**src/rtl/wts_envelope_slot_sequencer.sv**
```systemverilog
// wts_envelope_slot_sequencer
//   Time-multiplexes five envelope channels (A..E) plus one idle slot over a
//   6-cycle frame. Each channel has a parameter bank and a pending key event.
//   A pending event is presented on the channel's slot and then cleared.
// Ports
//   clk, nreset                       clock, async active-low reset
//   key_on/release/off_req [4:0]      per-channel request pulses
//   reg_wr, reg_ch, reg_addr, reg_wdata  parameter write port
//   active [2:0]                      current slot (5 = idle)
//   ch_key_on/release/off             key event for the slot's channel
//   adsr_en, reg_ar/dr/sr/rr, reg_sl  parameters of the slot's channel
module wts_envelope_slot_sequencer (
  input  logic       clk,
  input  logic       nreset,
  input  logic [4:0] key_on_req,
  input  logic [4:0] key_release_req,
  input  logic [4:0] key_off_req,
  input  logic       reg_wr,
  input  logic [2:0] reg_ch,
  input  logic [2:0] reg_addr,
  input  logic [7:0] reg_wdata,
  output logic [2:0] active,
  output logic       ch_key_on,
  output logic       ch_key_release,
  output logic       ch_key_off,
  output logic       adsr_en,
  output logic [7:0] reg_ar,
  output logic [7:0] reg_dr,
  output logic [7:0] reg_sr,
  output logic [7:0] reg_rr,
  output logic [5:0] reg_sl
);

  localparam int unsigned NUM_CH   = 5;
  localparam logic [2:0]  NOP_SLOT = 3'd5;

  typedef enum logic [1:0] {
    EV_NONE,
    EV_ON,
    EV_RELEASE,
    EV_OFF
  } event_t;

  logic [7:0]        ar_q [NUM_CH];
  logic [7:0]        dr_q [NUM_CH];
  logic [7:0]        sr_q [NUM_CH];
  logic [7:0]        rr_q [NUM_CH];
  logic [5:0]        sl_q [NUM_CH];
  logic [NUM_CH-1:0] en_q;
  event_t            pend_q [NUM_CH];

  always_ff @(posedge clk or negedge nreset) begin
    if (!nreset) begin
      active <= '0;
      en_q   <= '1;
      for (int unsigned i = 0; i < NUM_CH; i++) begin
        ar_q[i]   <= '0;
        dr_q[i]   <= '0;
        sr_q[i]   <= '0;
        rr_q[i]   <= '0;
        sl_q[i]   <= '0;
        pend_q[i] <= EV_NONE;
      end
    end else begin
      active <= (active == NOP_SLOT) ? '0 : active + 3'd1;

      if (reg_wr && (reg_ch < NOP_SLOT)) begin
        case (reg_addr)
          3'd0:    ar_q[reg_ch] <= reg_wdata;
          3'd1:    dr_q[reg_ch] <= reg_wdata;
          3'd2:    sr_q[reg_ch] <= reg_wdata;
          3'd3:    rr_q[reg_ch] <= reg_wdata;
          3'd4:    sl_q[reg_ch] <= reg_wdata[5:0];
          3'd5:    en_q[reg_ch] <= reg_wdata[0];
          default: ;
        endcase
      end

      // A new request takes precedence over the clear at the end of the
      // delivering slot, so it survives until the next pass of that slot.
      for (int unsigned i = 0; i < NUM_CH; i++) begin
        if (key_off_req[i])
          pend_q[i] <= EV_OFF;
        else if (key_on_req[i])
          pend_q[i] <= EV_ON;
        else if (key_release_req[i])
          pend_q[i] <= EV_RELEASE;
        else if (active == 3'(i))
          pend_q[i] <= EV_NONE;
      end
    end
  end

  always_comb begin
    ch_key_on      = 1'b0;
    ch_key_release = 1'b0;
    ch_key_off     = 1'b0;
    adsr_en        = 1'b0;
    reg_ar         = '0;
    reg_dr         = '0;
    reg_sr         = '0;
    reg_rr         = '0;
    reg_sl         = '0;
    if (active < NOP_SLOT) begin
      adsr_en = en_q[active];
      reg_ar  = ar_q[active];
      reg_dr  = dr_q[active];
      reg_sr  = sr_q[active];
      reg_rr  = rr_q[active];
      reg_sl  = sl_q[active];
      case (pend_q[active])
        EV_ON:      ch_key_on      = 1'b1;
        EV_RELEASE: ch_key_release = 1'b1;
        EV_OFF:     ch_key_off     = 1'b1;
        default:    ;
      endcase
    end
  end

endmodule

```
**config.mk**
```make
export PLATFORM = sky130hd
export DESIGN_NAME = wts_envelope_slot_sequencer
export DESIGN_NICKNAME = d
export VERILOG_FILES = /design/src/rtl/wts_envelope_slot_sequencer.sv
export SDC_FILE = /design/constraint.sdc
export NUM_CORES = 1
export LEC_CHECK = 0
export CORE_UTILIZATION = 45
export CTS_CLUSTER_DIAMETER = 120
export DETAILED_ROUTE_END_ITERATION = 8
export PLACE_DENSITY = 0.67
export SYNTH_ARGS = -nofsm -noshare
export SYNTH_HDL_FRONTEND = slang
export SYNTH_SLANG_ARGS = --single-unit
```
**constraint.sdc**
```tcl
create_clock -name clk -period 2.42 [get_ports clk]
set_clock_uncertainty 0.15 [all_clocks]
set_input_delay 0.484 -clock clk [delete_from_list [all_inputs] [get_ports clk]]
set_output_delay 0.484 -clock clk [all_outputs]
set_load 0.01 [all_outputs]
```
==> impl_metrics.yaml <==
run_status:
  status: "finished, violations left"
  violations: "negative setup slack"
final_layout:
  layout_commonest_cell: "dfrtp_1"
  regArea_um2: 5214
  drive_gt1_share_pct: 55.42
  area_growth_pct: 27.72
  final_cell_mix: "dfrtp_1 (201), mux2_2 (179), buf_4 (66)"
  utilization_pct: 58.50
  fill_cells: 1597
  final_nets: 811
  antenna_cells: 0
  multiInputGateArea_um2: 4237
timing:
  drv_slew: 0
  setup_tns_ns: -12.61
  hold_violations: 0
  worst_pin_slew_ns: 0.5898
  rsz0062_at_grt: "true"
  setup_viol: 42
  period_needed_ns: 2.801
  min_period_over_period_pct: 115.7
  finalWorstSetupSlack_ns: -0.3809
  max_freq_ghz: 0.3570
  relSlewSlack_pct: 60.68
synth:
  ys_ff_latch: 208
  yosys_warnings: 0
  synth_edf_count: 0
  synth_ff_type: "dfrtp_1"
  synth_area_um2: 9628
  async_flop_share_pct: 100.0
  ys_seq_area_share_pct: 54.13
  synthCells: 627
  synth.avg_cell_area_um2: 15.36
  syn_nets: 660
  synth_cell_type_count: 50
placed_design:
  port_buffers: 76
  dpl.hpwl_um: 14590
  dp_slack_ns: -0.1576
  gp_congestion: 0.8339
power_and_ir_drop:
  internal_power_uw: 6810
  swShare_pct: 23.10
  ir_drop_mv: 0.3960
  p_seq_share_pct: 47.0
  p_sw_uw: 2046
  leakage_uw: 0.005834
  combPwrFrac_pct: 13.2
  p_per_area_nw_per_um2: 720.2
  power.share.clock_pct: 39.8
floorplan:
  rows: 53
  coreArea_um2: 21020
  initial_core_util_pct: 45.80
  die_h_um: 148.3
  fp.dieW_um: 148.3
  die_area_um2: 21980
  io_pins: 77
drt:
  vias: 6102
  wire_per_inst_um: 22.89
  ant_nets: 0
  drt_iter0_drc: 338
  drc: 0
  via_per_inst: 5.708
  routed_wl_um: 24470
  drt_pass1_iterations: 4
global_route:
  overflow: 0
  grt_pass1_vias: 6746
  antenna_found_initial: 0
  grt_pass1_wl_um: 39190
  grt_max_degree: 63
  track_usage_pct: 23.37
min_path:
  hold_class: "reg -> reg"
  holdPathStages: 1
setup_path:
  critPathMaxFanout: 5
  worst_ep_required_time_ns: 1.79
  worstRegToRegCells: 5
  critPathKind: "reg -> out"
  startpoint_type: "flop"
  rrSetupSlack_ns: 0.46
  end_kind: "output pin"
  worstPathArrival_ns: 2.17
clock_tree:
  htreeDepth: 1
  cts_tree: "yes"
  numCtsBuffers: 23
  clk-insertion-delay-late_ns: 0.50
  clock-sinks: 208
  ctsLongestPathBuffers: 3
  clk_pin_slew_worst_paths_ns: 0.06
  clock-root-buffer: "clkbuf_16"
flow_run:
  cap_viol_max_count: 0
-- power groups by stage --
stage	registers, uW	clock network [uW]	logic [uW]
floorplan	4120	0	778
global placement	4170	0	1200
detailed placement	4210	0	1250
CTS	4150	3590	1180
global route	4210	3730	1270
finish	4160	3520	1170
-- path summary, 6_finish.rpt --
| check | to | startpoint |
|---|---|---|
| setup / recovery | reg_rr[6] | active[0] |
| hold / removal | sl_q[15] | sl_q[15] |
| setup reg to reg | pend_q[4] | active[0] |
| hold reg to reg | sl_q[15] | sl_q[15] |
| max in group asynchronous | en_q[1] | nreset |
| min in group asynchronous | pend_q[5] | nreset |
-- area by class of cell --
cell class,instances,area share (%)
clock buffer,36,5.322
clock inverter,5,0.8140
inverter,11,0.3358
multi-input combinational,359,34.45
sequential,208,42.40
tap,275,2.798
timing repair buffer,175,13.88
-- stage by stage --
stage                     std cells  cell area (um^2)  power (uW)  hold WS, ns
final                          1069             12300        8856       0.3503
after global routing           1069             12300        9209       0.3578
after CTS                      1073             12320        8924       0.3515
after detailed placement       1006             11290        5463       0.3385
after global placement         1006             11290        5375       0.3257
after floorplan                 627              9628        4903      0.03841
-- cells by family after synthesis --
| group | count (synthesis) | synth area share (%) |
|---|---|---|
| AO/OA/AOI/OAI | 61 | 5.263 |
| adder cells (fa/ha/maj) | 1 | 0.1299 |
| buffers and inverters | 60 | 2.716 |
| flip-flops | 208 | 54.13 |
| multiplexers | 239 | 33.20 |
| AND/OR/NAND/NOR | 58 | 4.561 |
-- metal layers --
layer | routed length [um] | GRT usage [%] | share of wire (%) | vias to the layer above
met4 | 428 | 4.433 | 1.7 | 0
met1 | 10830 | 32.05 | 44 | 3230
met5 | 0 | 0 | 0 | -
met3 | 1313 | 4.417 | 5.4 | 32
met2 | 11900 | 38.99 | 49 | 163
li1 | - | - | - | 2677
-- flip-flops by register name, summed over array words and instances (netlist names) --
register / cells
active: 3
en_q: 5
sl_q: 30
pend_q: 10
ar_q: 40
rr_q: 40
dr_q: 40
sr_q: 40
-- synth_stat cells, drive strengths merged (2+ instances only) --
| cell | count | share of area (%) |
|---|---|---|
| a21oi | 5 | 0.26 |
| a22o | 39 | 3.5 |
| a311o | 4 | 0.42 |
| and4bb | 2 | 0.26 |
| buf | 21 | 1.2 |
| clkbuf | 28 | 1.1 |
| dfrtp | 203 | 53 |
| dfstp | 5 | 1.4 |
| inv | 11 | 0.43 |
| mux2 | 195 | 23 |
| mux2i | 4 | 0.42 |
| mux4 | 40 | 9.4 |
| nand2 | 8 | 0.31 |
| nand2b | 3 | 0.19 |
| nand3 | 9 | 0.47 |
| nand4 | 4 | 0.26 |
| nor2 | 5 | 0.22 |
| nor2b | 3 | 0.19 |
| nor3 | 4 | 0.31 |
| nor3b | 6 | 0.81 |
| nor4 | 2 | 0.29 |
| o21bai | 5 | 0.39 |
| o2bb2ai | 2 | 0.18 |
| or3b | 4 | 0.36 |
-- timing repair --
item / in CTS / in global routing
buffers inserted: 19 / 1
gates resized for setup: 201 / 14
endpoints found under the setup margin: 42 / 42
hold buffers: 1 / 0
pin swaps: 17 / 18
endpoints found under the hold margin: 58 / 0
cloned: 8 / 1
-- critical path, cell delays in order, from the launching register on --
cell and delay, ns:
dfrtp_2 0.41, buf_6 0.13, buf_6 0.13, buf_16 0.14, mux4_2 0.51, a22o_1 0.21
buf_2 0.13
No activity file was read; power rests on OpenSTA's default activity.
